## src/rtl/crop_window_ctrl.sv

```systemverilog
// Frame-geometry lock controller and double-buffered crop window for the crop/fill stage.
// Optional lock-loss interrupt enabled by defining CROP_WIN_IRQ_EN.
module crop_window_ctrl #(
    parameter int CNT_BITS      = 12,
    parameter int TOTAL_ROWS    = 720,
    parameter int TOTAL_COLS    = 1280,
    parameter int LOCK_FRAMES   = 2,
    parameter int DEF_SKIP_COLS = 2,
    parameter int DEF_SKIP_ROWS = 2
) (
    input  logic                clk_i,
    input  logic                rst_n_i,
    input  logic                vs_i,
    input  logic                de_i,
    input  logic                cfg_valid_i,
    output logic                cfg_ready_o,
    input  logic [CNT_BITS-1:0] cfg_skip_cols_i,
    input  logic [CNT_BITS-1:0] cfg_skip_rows_i,
    output logic                cfg_err_o,
    output logic                skip_o,
    output logic                locked_o,
    output logic [7:0]          err_cnt_o,
    output logic [CNT_BITS-1:0] meas_cols_o,
    output logic [CNT_BITS-1:0] meas_rows_o,
    output logic                irq_o,
    input  logic                irq_clr_i
);

    localparam logic [1:0] ST_IDLE    = 2'd0;
    localparam logic [1:0] ST_MEASURE = 2'd1;
    localparam logic [1:0] ST_LOCKED  = 2'd2;
    localparam logic [1:0] ST_ERR     = 2'd3;

    localparam int MW = $clog2(LOCK_FRAMES + 1);
    localparam int XW = CNT_BITS + 1;
    localparam logic [XW-1:0]       COLS_X  = XW'(TOTAL_COLS);
    localparam logic [XW-1:0]       ROWS_X  = XW'(TOTAL_ROWS);
    localparam logic [CNT_BITS-1:0] COLS_N  = CNT_BITS'(TOTAL_COLS);
    localparam logic [CNT_BITS-1:0] ROWS_N  = CNT_BITS'(TOTAL_ROWS);
    localparam logic [CNT_BITS-1:0] CNT_MAX = '1;
    localparam logic [MW-1:0]       LOCK_N  = MW'(LOCK_FRAMES);
    localparam logic                LOCK_ONE = (LOCK_FRAMES == 1);

    logic                vs_q, de_q;
    logic                fb, de_fall;
    logic [CNT_BITS-1:0] col_cnt, row_cnt;
    logic                line_bad, frame_ok;
    logic [1:0]          state;
    logic [MW-1:0]       match_cnt, match_inc;
    logic [CNT_BITS-1:0] act_cols, act_rows, pend_cols, pend_rows;
    logic                cfg_xfer, cfg_bad;
    logic [XW-1:0]       col_x, row_x, sc_x, sr_x;
    logic                skip_nxt;

    assign fb        = vs_i & ~vs_q;
    assign de_fall   = ~de_i & de_q;
    // line_bad and row_cnt here are the pre-clear values of the frame just ended
    assign frame_ok  = (row_cnt == ROWS_N) && !line_bad;
    assign match_inc = match_cnt + MW'(1);

    always_ff @(posedge clk_i) begin
        if (!rst_n_i) begin
            vs_q        <= 1'b0;
            de_q        <= 1'b0;
            col_cnt     <= '0;
            row_cnt     <= '0;
            line_bad    <= 1'b0;
            meas_cols_o <= '0;
            meas_rows_o <= '0;
        end else begin
            vs_q <= vs_i;
            de_q <= de_i;
            if (!de_i)
                col_cnt <= '0;
            else if (col_cnt != CNT_MAX)
                col_cnt <= col_cnt + CNT_BITS'(1);
            if (fb)
                row_cnt <= '0;
            else if (de_fall && row_cnt != CNT_MAX)
                row_cnt <= row_cnt + CNT_BITS'(1);
            if (de_fall)
                meas_cols_o <= col_cnt;
            if (fb) begin
                meas_rows_o <= row_cnt;
                line_bad    <= 1'b0;
            end else if (de_fall && col_cnt != COLS_N) begin
                line_bad    <= 1'b1;
            end
        end
    end

    always_ff @(posedge clk_i) begin
        if (!rst_n_i) begin
            state     <= ST_IDLE;
            match_cnt <= '0;
            locked_o  <= 1'b0;
            err_cnt_o <= '0;
        end else if (fb) begin
            case (state)
                ST_IDLE: begin
                    state     <= ST_MEASURE;
                    match_cnt <= '0;
                end
                ST_MEASURE: begin
                    if (frame_ok) begin
                        match_cnt <= match_inc;
                        if (match_inc == LOCK_N) begin
                            state    <= ST_LOCKED;
                            locked_o <= 1'b1;
                        end
                    end else begin
                        match_cnt <= '0;
                    end
                end
                ST_LOCKED: begin
                    if (!frame_ok) begin
                        state    <= ST_ERR;
                        locked_o <= 1'b0;
                        if (err_cnt_o != 8'hFF)
                            err_cnt_o <= err_cnt_o + 8'd1;
                    end
                end
                default: begin
                    state     <= (frame_ok && LOCK_ONE) ? ST_LOCKED : ST_MEASURE;
                    locked_o  <= frame_ok && LOCK_ONE;
                    match_cnt <= frame_ok ? MW'(1) : '0;
                end
            endcase
        end
    end

    // A window is pending exactly while cfg_ready_o is low
    assign cfg_xfer = cfg_valid_i && cfg_ready_o;
    assign cfg_bad  = ({cfg_skip_cols_i, 1'b0} >= COLS_X) || ({cfg_skip_rows_i, 1'b0} >= ROWS_X);

    always_ff @(posedge clk_i) begin
        if (!rst_n_i) begin
            act_cols    <= CNT_BITS'(DEF_SKIP_COLS);
            act_rows    <= CNT_BITS'(DEF_SKIP_ROWS);
            pend_cols   <= '0;
            pend_rows   <= '0;
            cfg_ready_o <= 1'b1;
            cfg_err_o   <= 1'b0;
        end else begin
            cfg_err_o <= cfg_xfer && cfg_bad;
            if (fb && !cfg_ready_o) begin
                act_cols <= pend_cols;
                act_rows <= pend_rows;
            end
            if (cfg_xfer && !cfg_bad) begin
                pend_cols   <= cfg_skip_cols_i;
                pend_rows   <= cfg_skip_rows_i;
                cfg_ready_o <= 1'b0;
            end else if (fb) begin
                cfg_ready_o <= 1'b1;
            end
        end
    end

    assign col_x = {1'b0, col_cnt};
    assign row_x = {1'b0, row_cnt};
    assign sc_x  = {1'b0, act_cols};
    assign sr_x  = {1'b0, act_rows};
    assign skip_nxt = de_i && (!locked_o || col_x < sc_x || col_x >= COLS_X - sc_x ||
                               row_x < sr_x || row_x >= ROWS_X - sr_x);

    always_ff @(posedge clk_i) begin
        if (!rst_n_i)
            skip_o <= 1'b0;
        else
            skip_o <= skip_nxt;
    end

`ifdef CROP_WIN_IRQ_EN
    logic lock_loss;
    assign lock_loss = fb && (state == ST_LOCKED) && !frame_ok;

    always_ff @(posedge clk_i) begin
        if (!rst_n_i)
            irq_o <= 1'b0;
        else if (lock_loss)
            irq_o <= 1'b1;
        else if (irq_clr_i)
            irq_o <= 1'b0;
    end
`else
    logic unused_irq_clr;
    assign unused_irq_clr = irq_clr_i;
    assign irq_o          = 1'b0;
`endif

endmodule

```

## config.mk

```make
export PLATFORM = sky130hd
export DESIGN_NAME = crop_window_ctrl
export DESIGN_NICKNAME = d
export VERILOG_FILES = /design/src/rtl/crop_window_ctrl.sv
export SDC_FILE = /design/constraint.sdc
export NUM_CORES = 1
export LEC_CHECK = 0
export BUFFER_PORTS_ARGS = -buffer_cell sky130_fd_sc_hd__buf_2
export CORE_MARGIN = 1
export CORE_UTILIZATION = 40
export CTS_CLUSTER_DIAMETER = 60
export DETAILED_ROUTE_END_ITERATION = 12
export PLACE_DENSITY_LB_ADDON = 0.1
export SKIP_CTS_REPAIR_TIMING = 1
export SLEW_MARGIN = 10
export SYNTH_ARGS = -nofsm -noshare
export SYNTH_HDL_FRONTEND = slang
export SYNTH_SLANG_ARGS = --single-unit
```

## constraint.sdc

```tcl
create_clock -name clk_i -period 3.05 [get_ports clk_i]
set_clock_uncertainty 0.1 [all_clocks]
set_input_delay 0.1525 -clock clk_i [delete_from_list [all_inputs] [get_ports clk_i]]
set_output_delay 0.1525 -clock clk_i [all_outputs]
set_load 0.03 [all_outputs]
```

* Word-level counts from Yosys, hierarchy flattened
Cells that the tools add are included.
** Word-level totals
- Bits of input ports :: 30
- Output and inout port bits :: 37
- Flip-flop bits (word level) :: 115
- Word-level logic and storage cells :: 87
** Operators by class
- $add $sub $neg :: 6
- Reductions and logical operators :: 25
- Magnitude comparators :: 6
- Multiplexer cells :: 13
- Equal/unequal tests :: 11
- Bitwise logic cells :: 8
** Operators with widths (number)
- greater-or-equal comparator 12 x 13 -> 1 bit :: 2
- adder 12 x 1 -> 12 bit (second input constant) :: 2
- less-than comparator 12 bit :: 2
- inequality test 12 bit (second input constant) :: 2
- greater-or-equal comparator 13 x 10 -> 1 bit (second input constant) :: 1
- greater-or-equal comparator 13 x 11 -> 1 bit (second input constant) :: 1
- subtractor 10 x 12 -> 13 bit (first input constant) :: 1
- subtractor 11 x 12 -> 13 bit (first input constant) :: 1
- equality test 12 x 10 -> 1 bit (second input constant) :: 1
- inequality test 12 x 11 -> 1 bit (second input constant) :: 1
- adder 8 x 1 -> 8 bit (second input constant) :: 1
- logical AND 1 bit :: 8
- two-way mux 2 bit :: 4
- inequality test 8 bit (second input constant) :: 1
- AND reduction 4 bit :: 2
- two-way mux 1 bit :: 6
- inequality test 2 bit (second input constant) :: 3
- NOT 1 bit :: 6
- one-hot mux 2 bit (3 select lines) :: 1
- logical OR 1 bit :: 5
- AND reduction 5 bit :: 1
- equality test 2 bit (second input constant) :: 2
- logical NOT 1 bit :: 4
- one-hot mux 2 bit (2 select lines) :: 1
- other kinds (8) :: 10

* Logic depth before layout (Yosys ltp)
Gate-level depths: netlist (run 1).
- Word-level depth :: 6
- Gate-level depth with buffers :: 12
- Depth with buffers taken out :: 12

* Worst setup path before layout (run 1)
OpenSTA, ideal clock, no wires.
- Path type :: register -> register
- Start point :: register act_rows[1]
- End point :: register skip_o
- Data arrival time :: 2349 ps
- Clock period less this slack :: 2569 ps
- Data required time :: 2830 ps
- Path slack :: 481 ps
- Path buffers :: 0
- Setup time :: 120 ps
- Cell stages (with the launch flop) :: 12
- Path through :: dfxtp_1 inv_1 ha_1 or3b_2 a21oi_1 o22ai_1 xnor2_1 ha_1 a21o_1 a21oi_1 a31oi_1 a211o_1
** On the way
- Longest elaborated chain between the ends :: 4
- Elaborated cells on any way between the ends :: 6
- Classes of those cells :: add/sub (1); order compare (2); reduce/logical (3)
** Ends and longest elaborated chain
- from (decl) :: line 50 : logic [CNT_BITS-1:0] act_cols, act_rows, pend_cols, pend_rows;
- from (signal assigned) :: line 139 : act_rows <= CNT_BITS'(DEF_SKIP_ROWS);
- from (signal assigned) :: line 148 : act_rows <= pend_rows;
- subtractor 10 x 12 -> 13 bit / less-than comparator 12 bit (equally long branches) :: line 165 : row_x < sr_x || row_x >= ROWS_X - sr_x);
- greater-or-equal comparator 12 x 13 -> 1 bit / logical OR 1 bit (equally long branches) :: line 165, 164
- logical OR 1 bit (*) :: line 165
- logical AND 1 bit (*) :: line 164 : assign skip_nxt = de_i && (!locked_o || col_x < sc_x || col_x >= COLS_X - sc_x ||
- to (signal assigned) :: line 171 : skip_o <= skip_nxt;
- to (decl) :: line 20 : output logic skip_o,
Every way passes the cells marked *; elsewhere a longest branch is shown, timed or not.
A chain may end at the register's enable or synchronous reset.

* Final worst setup path (run 1)
- Start point :: register act_cols[1]
- End point :: register skip_o
** On the way
- Longest elaborated chain between the ends :: 6
- Elaborated cells on any way between the ends :: 8
- Classes of those cells :: add/sub (1); order compare (2); reduce/logical (5)
** Ends and longest elaborated chain
- from (decl) :: line 50
- from (signal assigned) :: line 138 : act_cols <= CNT_BITS'(DEF_SKIP_COLS);
- from (signal assigned) :: line 147 : act_cols <= pend_cols;
- subtractor 11 x 12 -> 13 bit / less-than comparator 12 bit (equally long branches) :: line 164
- greater-or-equal comparator 12 x 13 -> 1 bit / logical OR 1 bit (equally long branches) :: line 164
- logical OR 1 bit (*) (2 in series) :: line 164
- logical OR 1 bit (*) :: line 165
- logical AND 1 bit (*) :: line 164
Marks and branches as above.

==> flow_results.xml, run 1 <==
<?xml version="1.0" encoding="UTF-8"?>
<metrics>
  <group name="sta">
    <metric name="timing.final.setup_violations" unit="">0</metric>
    <metric name="max_slew.worst_pin.slew" unit="ns">0.809</metric>
    <metric name="slew_violations" unit="">0</metric>
    <metric name="fin_setup_tns" unit="ns">0</metric>
    <metric name="rsz0062_at_grt" unit="">no</metric>
    <metric name="slew_headroom" unit="">0.460</metric>
    <metric name="final.period_utilization" unit="">0.903</metric>
    <metric name="fmax" unit="MHz">363</metric>
    <metric name="final_hold_fails" unit="">0</metric>
    <metric name="period_minus_slack" unit="ns">2.76</metric>
    <metric name="post-route-worst-setup-slack" unit="ns">0.295</metric>
  </group>
  <group name="grt">
    <metric name="grt_start_max_net_pins" unit="">89</metric>
    <metric name="globalRouteOverflowTotal" unit="">0</metric>
    <metric name="grt.total_usage" unit="">0.173</metric>
    <metric name="number_of_global_route_vias_before_repair" unit="">4585</metric>
    <metric name="antenna_violations_before_repair" unit="">0</metric>
    <metric name="grt_pass1_wl" unit="um">21900</metric>
  </group>
  <group name="place">
    <metric name="dp_hpwl" unit="um">9290</metric>
    <metric name="placement.setup.worst_slack" unit="ns">0.175</metric>
    <metric name="io_buffers" unit="">64</metric>
    <metric name="globalplace.congestion" unit="">0.819</metric>
  </group>
  <group name="drt">
    <metric name="wl_per_cell" unit="um">12.9</metric>
    <metric name="finalWirelength" unit="um">12600</metric>
    <metric name="route.antenna.remaining_nets" unit="">0</metric>
    <metric name="routed_via_density" unit="">4.98</metric>
    <metric name="dr.pass1.iters" unit="">7</metric>
    <metric name="detailed_route_drc_error_count" unit="">0</metric>
    <metric name="initialDrtViolationCount" unit="">195</metric>
    <metric name="via_count" unit="">4862</metric>
  </group>
  <group name="hold_path">
    <metric name="whs_path_depth" unit="">4</metric>
    <metric name="timing.hold.worst.class" unit="">input pin to flip-flop</metric>
  </group>
  <group name="status">
    <metric name="outcome" unit="">complete, no violations</metric>
  </group>
  <group name="yosys">
    <metric name="count_of_state_elements_after_synthesis" unit="">115</metric>
    <metric name="synth.distinct_cells" unit="">50</metric>
    <metric name="postSynthAreaPerCell" unit="um^2">8.68</metric>
    <metric name="post_synth_instance_area" unit="um^2">6060</metric>
    <metric name="synth.yosys.warnings" unit="">0</metric>
    <metric name="area_contributors_post_synth" unit="">sky130_fd_sc_hd__dfxtp_1 (38%), sky130_fd_sc_hd__ha_1 (12%), sky130_fd_sc_hd__nand2_1 (7.7%), sky130_fd_sc_hd__a21boi_0 (5.9%), sky130_fd_sc_hd__xnor2_1 (4.5%)</metric>
    <metric name="synth_edf_count" unit="">0</metric>
    <metric name="yosys.area.top_type_share" unit="">0.380</metric>
    <metric name="synth.net_count" unit="">786</metric>
    <metric name="share_of_flip_flops_with_an_asynchronous_set_or_reset" unit="">0</metric>
    <metric name="synthFlopType" unit="">sky130_fd_sc_hd__dfxtp_1</metric>
    <metric name="syn-instance-count" unit="">698</metric>
    <metric name="synth.yosys.seq_area_share" unit="">0.380</metric>
    <metric name="yosys.area.top_type" unit="">sky130_fd_sc_hd__dfxtp_1</metric>
  </group>
  <group name="worst_setup_path">
    <metric name="critPathMaxFanout" unit="">4</metric>
    <metric name="critPathArrivalTime" unit="ns">2.96</metric>
    <metric name="path_delay_family" unit="">compound AO/OA/AOI/OAI gates</metric>
    <metric name="critical_path.slowest_cell" unit="">sky130_fd_sc_hd__dfxtp_1</metric>
    <metric name="cp.depth" unit="">12</metric>
    <metric name="critical_path_launch_point_type" unit="">flip-flop</metric>
    <metric name="worstPathBufferInverterCount" unit="">1</metric>
    <metric name="crit_required" unit="ns">3.25</metric>
    <metric name="worstRegToRegCells" unit="">12</metric>
    <metric name="setup.worst_path.end_class" unit="">flip-flop</metric>
    <metric name="timing.setup.critical_path_class" unit="">flip-flop to flip-flop</metric>
    <metric name="critical-path-max-stage-delay" unit="ns">0.30</metric>
    <metric name="path_cells" unit="">inv_1, ha_1, nand4_1, a21oi_2, xnor2_1, ha_1, a22o_1, nor4_1, o211ai_1, a31oi_1, nor4_1, a211o_1</metric>
  </group>
  <group name="cells_and_area">
    <metric name="area.growth.synth_to_final" unit="%">22.6</metric>
    <metric name="layout.cells.most_common" unit="">sky130_fd_sc_hd__nand2_1</metric>
    <metric name="fin_nets" unit="">868</metric>
    <metric name="num_antenna_cells" unit="">0</metric>
    <metric name="most-common-layout-cells" unit="">sky130_fd_sc_hd__nand2_1 (125), sky130_fd_sc_hd__dfxtp_1 (115), sky130_fd_sc_hd__buf_2 (64)</metric>
    <metric name="fillCellCount" unit="">1412</metric>
    <metric name="post_route_cells_drive_above_1_share" unit="">0.142</metric>
  </group>
  <group name="die">
    <metric name="io-pin-count" unit="">67</metric>
    <metric name="dieArea" unit="um^2">15600</metric>
    <metric name="core" unit="um^2">14600</metric>
    <metric name="die_boundary_width" unit="um">125</metric>
    <metric name="die_y" unit="um">125</metric>
    <metric name="rows" unit="">44</metric>
    <metric name="initial_utilization" unit="">0.414</metric>
  </group>
  <group name="clock_tree">
    <metric name="clock_buffers_created_by_tritoncts" unit="">17</metric>
    <metric name="max-clock-path-buffers" unit="">2</metric>
    <metric name="clkTransAtPathRegs" unit="ns">0.05</metric>
    <metric name="cts_sinks" unit="">115</metric>
    <metric name="clock_tree.root_cell" unit="">sky130_fd_sc_hd__clkbuf_16</metric>
    <metric name="insertion_delay" unit="ns">0.42</metric>
    <metric name="htree_levels" unit="">4</metric>
    <metric name="cts_tree" unit="">built</metric>
  </group>
  <group name="power">
    <metric name="power.static_leakage" unit="nW">2.95</metric>
    <metric name="cellPowerDensity" unit="nW/um^2">519</metric>
    <metric name="ir_worst_vdd" unit="mV">0.409</metric>
    <metric name="finalPower" unit="mW">3.86</metric>
  </group>
  <group name="run">
    <metric name="max_cap_viols" unit="">0</metric>
  </group>
</metrics>
flip-flops by register name, indices dropped and copies added, names as in the netlist, 8 cells and up:
name,count
row_cnt,12
meas_rows_o,12
act_cols,12
act_rows,12
err_cnt_o,8
pend_rows,12
meas_cols_o,12
col_cnt,12
pend_cols,12
worst paths after layout:
check                                    startpoint      endpoint  slack (ns)
worst min-delay path            cfg_skip_rows_i[10]     cfg_err_o        0.07
worst max-delay path                    act_cols[1]        skip_o        0.29
worst max register to register          act_cols[1]        skip_o        0.29
worst min register to register        pend_cols[10]  act_cols[10]        0.36
cell usage after synthesis, drive strengths merged (2+ instances only):
master  instances
a211o           3
a211oi          3
a21boi         48
a21o            4
a21oi          24
a311oi          2
a31oi           4
and2            9
and3            4
and3b           5
and4            3
buf             3
clkbuf         25
dfxtp         115
ha             58
inv            37
mux2i          24
nand2         125
nand2b          6
nand3          16
nand4          17
nor2           35
nor2b          28
nor3            8
nor4            5
o211a           2
o211ai          6
o21a            2
o21ai          14
o22ai           2
or4             2
or4b            3
xnor2          31
xor2           14
cell families after synthesis:
| group | after synthesis | synth area share |
|---|---|---|
| compound gates | 120 | 0.137 |
| simple gates | 270 | 0.217 |
| fa+ha+maj | 58 | 0.120 |
| other cells | 1 | 0.000619 |
| mux | 24 | 0.0397 |
| buf+inv | 65 | 0.0411 |
| xor+xnor | 45 | 0.0651 |
| flops | 115 | 0.380 |
cell type report:
| type | count | area [um^2] | area share |
|---|---|---|---|
| sequential | 115 | 2300 | 0.310 |
| clock inverter | 13 | 206 | 0.0278 |
| tap | 184 | 230 | 0.0310 |
| clock buffer | 19 | 453 | 0.0610 |
| inverter | 37 | 139 | 0.0187 |
| timing repair buffer | 91 | 576 | 0.0775 |
| multi-input combinational | 518 | 3520 | 0.474 |
stage by stage:
| stage | instances | area [um^2] | hold WS, ns | util |
|---|---|---|---|---|
| floorplan | 698 | 6060 | 0.174 | - |
| global placement | 924 | 6550 | 0.280 | 0.447 |
| detailed placement | 924 | 6550 | 0.288 | 0.447 |
| CTS | 956 | 7200 | -0.150 | 0.492 |
| global route | 977 | 7430 | 0.0916 | 0.507 |
| finish | 977 | 7430 | 0.0708 | 0.507 |
report_power, final:
group          total [mW]  switching, mW  internal [mW]
logic               0.153         0.0806         0.0719
clock network        2.18          0.692           1.49
registers            1.52        0.00963           1.51
total                3.86          0.782           3.07
per-layer routing:
metal	vias up	global-route usage	share of wire
li1	2564	-	-
met4	0	0.0753	0.019
met2	91	0.253	0.42
met1	2194	0.238	0.53
met5	-	0	0
met3	13	0.0449	0.035
worst register-to-register path: stages, from the launching register on:
cell and delay (ns):
sky130_fd_sc_hd__dfxtp_1 0.30, sky130_fd_sc_hd__inv_1 0.10, sky130_fd_sc_hd__ha_1 0.24, sky130_fd_sc_hd__nand4_1 0.20, sky130_fd_sc_hd__a21oi_2 0.24, sky130_fd_sc_hd__xnor2_1 0.16
sky130_fd_sc_hd__ha_1 0.27, sky130_fd_sc_hd__a22o_1 0.18, sky130_fd_sc_hd__nor4_1 0.18, sky130_fd_sc_hd__o211ai_1 0.13, sky130_fd_sc_hd__a31oi_1 0.17, sky130_fd_sc_hd__nor4_1 0.09
sky130_fd_sc_hd__a211o_1 0.28
No activity file was read; power rests on OpenSTA's default activity.
==> inputs of run 2 (changes only) <==
--- a/config.mk
+++ b/config.mk
@@ -11,8 +11,9 @@
 export CTS_CLUSTER_DIAMETER = 60
 export DETAILED_ROUTE_END_ITERATION = 12
 export PLACE_DENSITY_LB_ADDON = 0.1
+export RECOVER_POWER = 100
 export SKIP_CTS_REPAIR_TIMING = 1
-export SLEW_MARGIN = 10
+export SLEW_MARGIN = 20
 export SYNTH_ARGS = -nofsm -noshare
 export SYNTH_HDL_FRONTEND = slang
 export SYNTH_SLANG_ARGS = --single-unit
==> run 2 against run 1 <==
Compared with the run above:
- worst setup slack lost 0.0038 ns
- largest power group unchanged
- via count hardly changed
- global-route usage is the same
- critical path depth unchanged
- highest routed layer unchanged
- utilization down 0.44 points
- sequential share of layout area up 0.27 points
- wire length is essentially flat
- largest cell class unchanged
- flip-flop and latch count unchanged
- count of clock-buffer cells in the layout unchanged
- clock power is essentially flat
==> flow_results.xml, run 2 (synthesized netlist as in run 1, its figures left out) <==
<?xml version="1.0" encoding="UTF-8"?>
<metrics>
  <group name="status">
    <metric name="outcome" unit="">complete, no violations</metric>
  </group>
  <group name="sta">
    <metric name="timing.final.setup_violations" unit="">0</metric>
    <metric name="max_slew.worst_pin.slew" unit="ns">1.39</metric>
    <metric name="final.period_utilization" unit="">0.905</metric>
    <metric name="final_hold_fails" unit="">0</metric>
    <metric name="slew_violations" unit="">0</metric>
    <metric name="fmax" unit="MHz">362</metric>
    <metric name="rsz0062_at_grt" unit="">no</metric>
    <metric name="fin_setup_tns" unit="ns">0</metric>
    <metric name="slew_headroom" unit="">0.0763</metric>
    <metric name="period_minus_slack" unit="ns">2.76</metric>
  </group>
  <group name="clock_tree">
    <metric name="clock_tree.root_cell" unit="">sky130_fd_sc_hd__clkbuf_16</metric>
    <metric name="clock_buffers_created_by_tritoncts" unit="">17</metric>
    <metric name="insertion_delay" unit="ns">0.42</metric>
    <metric name="htree_levels" unit="">4</metric>
    <metric name="cts_sinks" unit="">115</metric>
    <metric name="clkTransAtPathRegs" unit="ns">0.05</metric>
    <metric name="max-clock-path-buffers" unit="">2</metric>
    <metric name="cts_tree" unit="">built</metric>
  </group>
  <group name="worst_setup_path">
    <metric name="critical_path_launch_point_type" unit="">flip-flop</metric>
    <metric name="setup.worst_path.end_class" unit="">flip-flop</metric>
    <metric name="critical-path-max-stage-delay" unit="ns">0.30</metric>
    <metric name="worst-r2r-setup-slack" unit="ns">0.29</metric>
    <metric name="cp.depth" unit="">12</metric>
    <metric name="timing.setup.critical_path_class" unit="">flip-flop to flip-flop</metric>
    <metric name="worstPathBufferInverterCount" unit="">1</metric>
    <metric name="crit_required" unit="ns">3.25</metric>
    <metric name="critical_path.slowest_cell" unit="">sky130_fd_sc_hd__dfxtp_1</metric>
    <metric name="worst_r2r_startpoint" unit="">act_cols[1]</metric>
    <metric name="worstRegToRegCells" unit="">12</metric>
    <metric name="path_cells" unit="">inv_1, ha_1, nand4_1, a21oi_2, xnor2_1, ha_1, a22o_1, nor4_1, o211ai_1, a31oi_1, nor4_1, a211o_1</metric>
    <metric name="critPathMaxFanout" unit="">4</metric>
    <metric name="r2r_end" unit="">skip_o</metric>
    <metric name="critPathLaunch" unit="">act_cols[1]</metric>
    <metric name="path_delay_family" unit="">compound AO/OA/AOI/OAI gates</metric>
    <metric name="critPathArrivalTime" unit="ns">2.96</metric>
    <metric name="worstSetupEndpoint" unit="">skip_o</metric>
  </group>
  <group name="power">
    <metric name="ir_worst_vdd" unit="mV">0.407</metric>
    <metric name="comb_power_share" unit="">0.039</metric>
    <metric name="power_report.internal_total" unit="mW">3.07</metric>
    <metric name="cellPowerDensity" unit="nW/um^2">523</metric>
    <metric name="p_clk_frac" unit="">0.565</metric>
    <metric name="finalPower" unit="mW">3.85</metric>
    <metric name="switchingPower" unit="mW">0.780</metric>
    <metric name="power_switching_share" unit="">0.202</metric>
    <metric name="pwr-share-seq" unit="">0.396</metric>
    <metric name="power.static_leakage" unit="nW">2.76</metric>
  </group>
  <group name="die">
    <metric name="core" unit="um^2">14600</metric>
    <metric name="initial_utilization" unit="">0.414</metric>
    <metric name="die_y" unit="um">125</metric>
    <metric name="die_boundary_width" unit="um">125</metric>
    <metric name="io-pin-count" unit="">67</metric>
    <metric name="rows" unit="">44</metric>
    <metric name="dieArea" unit="um^2">15600</metric>
  </group>
  <group name="cells_and_area">
    <metric name="fillCellCount" unit="">1437</metric>
    <metric name="post_route_cells_drive_above_1_share" unit="">0.0883</metric>
    <metric name="most-common-layout-cells" unit="">sky130_fd_sc_hd__nand2_1 (125), sky130_fd_sc_hd__dfxtp_1 (115), sky130_fd_sc_hd__ha_1 (58)</metric>
    <metric name="layout.cells.most_common" unit="">sky130_fd_sc_hd__nand2_1</metric>
    <metric name="fin_nets" unit="">868</metric>
    <metric name="area.growth.synth_to_final" unit="%">21.5</metric>
    <metric name="num_antenna_cells" unit="">0</metric>
  </group>
  <group name="grt">
    <metric name="globalRouteOverflowTotal" unit="">0</metric>
    <metric name="antenna_violations_before_repair" unit="">0</metric>
    <metric name="grt_start_max_net_pins" unit="">89</metric>
    <metric name="grt_pass1_wl" unit="um">21900</metric>
    <metric name="grt.total_usage" unit="">0.173</metric>
    <metric name="number_of_global_route_vias_before_repair" unit="">4585</metric>
  </group>
  <group name="drt">
    <metric name="dr.pass1.iters" unit="">6</metric>
    <metric name="finalWirelength" unit="um">12600</metric>
    <metric name="initialDrtViolationCount" unit="">237</metric>
    <metric name="detailed_route_drc_error_count" unit="">0</metric>
    <metric name="routed_via_density" unit="">4.97</metric>
    <metric name="wl_per_cell" unit="um">12.9</metric>
    <metric name="via_count" unit="">4858</metric>
    <metric name="route.antenna.remaining_nets" unit="">0</metric>
  </group>
  <group name="run">
    <metric name="max_cap_viols" unit="">0</metric>
  </group>
  <group name="hold_path">
    <metric name="timing.hold.worst.class" unit="">input pin to flip-flop</metric>
  </group>
  <group name="place">
    <metric name="globalplace.congestion" unit="">0.819</metric>
    <metric name="io_buffers" unit="">64</metric>
    <metric name="dp_hpwl" unit="um">9290</metric>
  </group>
</metrics>
-- run 2: changes by cell type in the layout (fill, tap and decap cells not counted) --
cell and change:
sky130_fd_sc_hd__clkbuf_2 +3, sky130_fd_sc_hd__or2_0 +1, sky130_fd_sc_hd__and2_1 -6, sky130_fd_sc_hd__buf_4 -5, sky130_fd_sc_hd__clkbuf_1 +42, sky130_fd_sc_hd__buf_2 -40
sky130_fd_sc_hd__or2_2 -1, sky130_fd_sc_hd__and2_0 +6
-- run 2: final cells by class --
| type | instances | area (um^2) | area share |
|---|---|---|---|
| Timing Repair Buffer | 91 | 510 | 0.0693 |
| Clock inverter | 13 | 206 | 0.0280 |
| Multi-Input combinational cell | 518 | 3520 | 0.478 |
| Sequential cell | 115 | 2300 | 0.313 |
| Tap cell | 184 | 230 | 0.0313 |
| Inverter | 37 | 139 | 0.0189 |
| Clock buffer | 19 | 453 | 0.0615 |
-- run 2: metrics by stage --
stage	cell area (um^2)	hold WS, ns	cells	util	worst slack (ns)
2_1_floorplan	6060	0.174	698	-	0.481
3_3_place_gp	6550	0.280	924	0.447	0.278
3_5_place_dp	6550	0.288	924	0.447	0.175
4_1_cts	7200	-0.150	956	0.492	0.168
5_1_grt	7360	0.0916	977	0.503	0.0337
6_report	7360	0.0719	977	0.503	0.291
-- run 2: worst min path at each step --
stage | startpoint | to | slack [ns] | depth (start not counted)
after floorplan | vs_i | vs_q | 0.17 | 1
after global placement | vs_i | vs_q | 0.28 | 2
after detailed placement | vs_i | vs_q | 0.29 | 2
after CTS | vs_i | vs_q | -0.15 | 2
after global routing | cfg_skip_rows_i[9] | cfg_err_o | 0.09 | 4
final | cfg_skip_rows_i[10] | cfg_err_o | 0.07 | 4
-- run 2: power groups by stage --
stage                     clock (mW)  sequential (mW)  combinational, mW
after CTS                       2.23             1.52              0.135
final                           2.18             1.52              0.151
after global placement             0             1.56              0.131
after global routing            2.30             1.52              0.168
after floorplan                    0             1.56             0.0831
after detailed placement           0             1.56              0.135
-- run 2: metal layers --
layer | up-vias | global-route usage | routed length [um]
met5 | - | 0 | 0
met4 | 0 | 0.0753 | 165
met3 | 9 | 0.0449 | 423
met2 | 96 | 0.253 | 5390
met1 | 2186 | 0.238 | 6670
li1 | 2567 | - | -
-- run 2: worst min-delay path, cell delays in order --
cell and delay [ns]:
sky130_fd_sc_hd__buf_2 0.08, sky130_fd_sc_hd__nor2_1 0.03, sky130_fd_sc_hd__nand4_1 0.11, sky130_fd_sc_hd__and4_1 0.19
==> inputs of run 3 (changes only) <==
--- a/config.mk
+++ b/config.mk
@@ -5,6 +5,7 @@
 export SDC_FILE = /design/constraint.sdc
 export NUM_CORES = 1
 export LEC_CHECK = 0
+export ABC_AREA = 1
 export BUFFER_PORTS_ARGS = -buffer_cell sky130_fd_sc_hd__buf_2
 export CORE_MARGIN = 1
 export CORE_UTILIZATION = 40
==> run 3 against run 2 <==
Compared with the run above:
- critical path depth down 2
- worst setup slack better by 0.18 ns
- power fell by 7.9%
- highest routed layer unchanged
- combinational power up 61%
- critical path type is now input pin to flip-flop
- global-route usage up 2.1 points
- critical endpoint is now pend_cols[4]
- design area is 1.3% higher
- non-clock buffer count is the same
- hold slack gained 0.011 ns
- sequential power barely moved
- maximum frequency up 6.8%
- sequential share of layout area fell by 0.41 points
- die area up 4.9%
- largest cell class unchanged
==> flow_results.xml, run 3 <==
<?xml version="1.0" encoding="UTF-8"?>
<metrics>
  <group name="yosys">
    <metric name="post_synth_instance_area" unit="um^2">6360</metric>
    <metric name="synth.distinct_cells" unit="">42</metric>
    <metric name="synth.yosys.warnings" unit="">0</metric>
    <metric name="synthFlopType" unit="">sky130_fd_sc_hd__dfxtp_1</metric>
    <metric name="postSynthAreaPerCell" unit="um^2">7.29</metric>
    <metric name="count_of_state_elements_after_synthesis" unit="">115</metric>
    <metric name="synth_edf_count" unit="">0</metric>
    <metric name="synth_common_cells" unit="">sky130_fd_sc_hd__nand2_1 (182), sky130_fd_sc_hd__dfxtp_1 (115), sky130_fd_sc_hd__a21oi_1 (111), sky130_fd_sc_hd__inv_1 (104)</metric>
    <metric name="share_of_flip_flops_with_an_asynchronous_set_or_reset" unit="">0</metric>
    <metric name="area_contributors_post_synth" unit="">sky130_fd_sc_hd__dfxtp_1 (36%), sky130_fd_sc_hd__ha_1 (11%), sky130_fd_sc_hd__nand2_1 (11%), sky130_fd_sc_hd__a21oi_1 (8.7%), sky130_fd_sc_hd__inv_1 (6.1%)</metric>
    <metric name="synth.net_count" unit="">960</metric>
    <metric name="yosys.area.top_type" unit="">sky130_fd_sc_hd__dfxtp_1</metric>
    <metric name="syn-instance-count" unit="">872</metric>
    <metric name="synth.yosys.seq_area_share" unit="">0.362</metric>
    <metric name="yosys.area.top_type_share" unit="">0.362</metric>
    <metric name="synthMostInstantiatedCell" unit="">sky130_fd_sc_hd__nand2_1</metric>
  </group>
  <group name="die">
    <metric name="initial_utilization" unit="">0.414</metric>
    <metric name="io-pin-count" unit="">67</metric>
    <metric name="rows" unit="">45</metric>
    <metric name="die_y" unit="um">128</metric>
    <metric name="core" unit="um^2">15400</metric>
    <metric name="dieArea" unit="um^2">16400</metric>
    <metric name="die_boundary_width" unit="um">128</metric>
  </group>
  <group name="power">
    <metric name="power_report.internal_total" unit="mW">2.71</metric>
    <metric name="cellPowerDensity" unit="nW/um^2">476</metric>
    <metric name="switchingPower" unit="mW">0.838</metric>
    <metric name="ir_worst_vdd" unit="mV">0.396</metric>
    <metric name="power_switching_share" unit="">0.236</metric>
    <metric name="finalPower" unit="mW">3.55</metric>
    <metric name="pwr-share-seq" unit="">0.438</metric>
    <metric name="comb_power_share" unit="">0.069</metric>
    <metric name="power.static_leakage" unit="nW">3.31</metric>
    <metric name="p_clk_frac" unit="">0.493</metric>
  </group>
  <group name="drt">
    <metric name="initialDrtViolationCount" unit="">309</metric>
    <metric name="wl_per_cell" unit="um">12.8</metric>
    <metric name="routed_via_density" unit="">4.75</metric>
    <metric name="maxUsedRoutingLayer" unit="">met4</metric>
    <metric name="length_of_routed_met3_wiring" unit="um">430</metric>
    <metric name="dr.pass1.iters" unit="">5</metric>
    <metric name="finalWirelength" unit="um">15100</metric>
    <metric name="route.antenna.remaining_nets" unit="">0</metric>
    <metric name="via_count" unit="">5604</metric>
    <metric name="drt-met1-wl" unit="um">8160</metric>
    <metric name="route.met2.wl" unit="um">6350</metric>
    <metric name="detailed_route_drc_error_count" unit="">0</metric>
  </group>
  <group name="worst_setup_path">
    <metric name="setup.worst_path.end_class" unit="">flip-flop</metric>
    <metric name="path_cells" unit="">dlygate4sd3_1, buf_2, o21ai_0, and3_1, nand2_1, inv_1, nand3_1, clkinv_2, nand2_1, a21oi_1</metric>
    <metric name="critical-path-max-stage-delay" unit="ns">0.76</metric>
    <metric name="critical_path_launch_point_type" unit="">input pin</metric>
    <metric name="critPathMaxFanout" unit="">26</metric>
    <metric name="critPathLaunch" unit="">cfg_skip_cols_i[7]</metric>
    <metric name="crit_required" unit="ns">3.30</metric>
    <metric name="crit_path_frequent_cell" unit="">sky130_fd_sc_hd__nand2_1</metric>
    <metric name="worst_r2r_startpoint" unit="">act_rows[0]</metric>
    <metric name="worst-r2r-setup-slack" unit="ns">0.53</metric>
    <metric name="critPathArrivalTime" unit="ns">2.83</metric>
    <metric name="timing.setup.critical_path_class" unit="">input pin to flip-flop</metric>
    <metric name="critical_path.slowest_cell" unit="">sky130_fd_sc_hd__nand3_1</metric>
  </group>
  <group name="hold_path">
    <metric name="timing.hold.worst.class" unit="">input pin to flip-flop</metric>
    <metric name="hp-start" unit="">cfg_skip_cols_i[11]</metric>
  </group>
  <group name="grt">
    <metric name="grt_start_max_net_pins" unit="">45</metric>
    <metric name="antenna_violations_before_repair" unit="">0</metric>
    <metric name="grt.total_usage" unit="">0.194</metric>
    <metric name="grt_pass1_wl" unit="um">24900</metric>
    <metric name="globalRouteOverflowTotal" unit="">0</metric>
    <metric name="number_of_global_route_vias_before_repair" unit="">5057</metric>
  </group>
  <group name="clock_tree">
    <metric name="clock_tree.root_cell" unit="">sky130_fd_sc_hd__clkbuf_16</metric>
    <metric name="cts_sinks" unit="">115</metric>
    <metric name="max-clock-path-buffers" unit="">2</metric>
    <metric name="htree_levels" unit="">4</metric>
    <metric name="clock_buffers_created_by_tritoncts" unit="">17</metric>
    <metric name="clkTransAtPathRegs" unit="ns">0.05</metric>
    <metric name="insertion_delay" unit="ns">0.42</metric>
    <metric name="cts_tree" unit="">built</metric>
  </group>
  <group name="cells_and_area">
    <metric name="final-instance-count-excl-fill" unit="">1179</metric>
    <metric name="most-common-layout-cells" unit="">sky130_fd_sc_hd__nand2_1 (183), sky130_fd_sc_hd__dfxtp_1 (115), sky130_fd_sc_hd__a21oi_1 (111)</metric>
    <metric name="post_route_cells_drive_above_1_share" unit="">0.0744</metric>
    <metric name="area.growth.synth_to_final" unit="%">17.3</metric>
    <metric name="fin_nets" unit="">1046</metric>
    <metric name="num_antenna_cells" unit="">0</metric>
    <metric name="layout.cells.most_common" unit="">sky130_fd_sc_hd__nand2_1</metric>
  </group>
  <group name="sta">
    <metric name="slew_headroom" unit="">0.279</metric>
    <metric name="fmax" unit="MHz">387</metric>
    <metric name="max_slew.worst_pin.slew" unit="ns">1.08</metric>
    <metric name="timing.final.setup_violations" unit="">0</metric>
    <metric name="final.period_utilization" unit="">0.847</metric>
    <metric name="fin_setup_tns" unit="ns">0</metric>
    <metric name="final_hold_fails" unit="">0</metric>
    <metric name="period_minus_slack" unit="ns">2.58</metric>
    <metric name="rsz0062_at_grt" unit="">no</metric>
    <metric name="slew_violations" unit="">0</metric>
  </group>
  <group name="run">
    <metric name="max_cap_viols" unit="">0</metric>
  </group>
  <group name="status">
    <metric name="outcome" unit="">complete, no violations</metric>
  </group>
  <group name="place">
    <metric name="globalplace.congestion" unit="">0.805</metric>
    <metric name="dp_hpwl" unit="um">11000</metric>
    <metric name="dp.cells" unit="">1128</metric>
    <metric name="io_buffers" unit="">64</metric>
  </group>
</metrics>
==> run 3: changes by cell type after synthesis, moves of 11 or more <==
| cell | before | now |
|---|---|---|
| sky130_fd_sc_hd__inv_2 | 0 | 11 |
| sky130_fd_sc_hd__o21ai_0 | 14 | 71 |
| sky130_fd_sc_hd__inv_1 | 37 | 104 |
| sky130_fd_sc_hd__xor2_1 | 14 | 31 |
| sky130_fd_sc_hd__a21oi_1 | 24 | 111 |
| sky130_fd_sc_hd__xnor2_1 | 31 | 2 |
| sky130_fd_sc_hd__nand2_1 | 125 | 182 |
| sky130_fd_sc_hd__nand3_1 | 16 | 28 |
| sky130_fd_sc_hd__mux2i_1 | 24 | 0 |
| sky130_fd_sc_hd__a21boi_0 | 48 | 0 |
| sky130_fd_sc_hd__nor2_1 | 35 | 71 |
| sky130_fd_sc_hd__nor2b_1 | 28 | 0 |
==> run 3: power groups by stage <==
stage | Sequential (mW) | Combinational, mW | Clock [mW]
6_report | 1.55 | 0.243 | 1.75
3_5_place_dp | 1.59 | 0.232 | 0
3_3_place_gp | 1.59 | 0.233 | 0
5_1_grt | 1.56 | 0.272 | 1.86
2_1_floorplan | 1.63 | 0.115 | 0
4_1_cts | 1.55 | 0.234 | 1.79
==> run 3: cells by family (layout without fill, tap and decap cells) <==
group | Yosys count | after routing | synth area share
and+or+nand+nor | 332 | 332 | 0.234
xor gates and xnor gates | 33 | 33 | 0.0455
AOI/OAI and AO/OA | 191 | 191 | 0.155
DFF | 115 | 115 | 0.362
adders and majority gates | 58 | 58 | 0.114
buffers and inverters | 142 | 238 | 0.0889
other | 1 | 1 | 0.000590
==> run 3: stage by stage <==
step	setup slack, ns	hold WS (ns)	util	area (um^2)
2_1_floorplan	0.760	0.146	-	6360
3_3_place_gp	0.522	0.249	0.446	6860
3_5_place_dp	0.521	0.251	0.446	6860
4_1_cts	0.496	-0.180	0.479	7370
5_1_grt	0.146	0.0934	0.485	7460
6_report	0.468	0.0832	0.485	7460
==> run 3: per-layer routing <==
metal,vias to the layer above,GRT usage
met5,-,0
met4,0,0.0664
met3,13,0.0463
met2,75,0.287
met1,2504,0.273
li1,3012,-
==> run 3: cell type report <==
| type | count | area [um^2] |
|---|---|---|
| clock inverter | 7 | 62.6 |
| tap | 211 | 264 |
| inverter | 118 | 445 |
| clock buffer | 22 | 444 |
| multi-input combinational | 615 | 3420 |
| timing repair buffer | 91 | 522 |
| fill | 1638 | 7910 |
| sequential | 115 | 2300 |
==> run 3: worst max-delay path, delay by kind of cell <==
| family | cells | cell delay [ns] |
|---|---|---|
| buf+inv | 4 | 1.27 |
| simple gates | 4 | 1.10 |
| compound gates | 2 | 0.29 |
==> run 3: final timing paths <==
check | to | cells past startpoint
worst max-delay path | pend_cols[4] | 10
worst min-delay path | cfg_err_o | 6
worst max register to register | skip_o | 17
worst min register to register | pend_cols[10] | 2
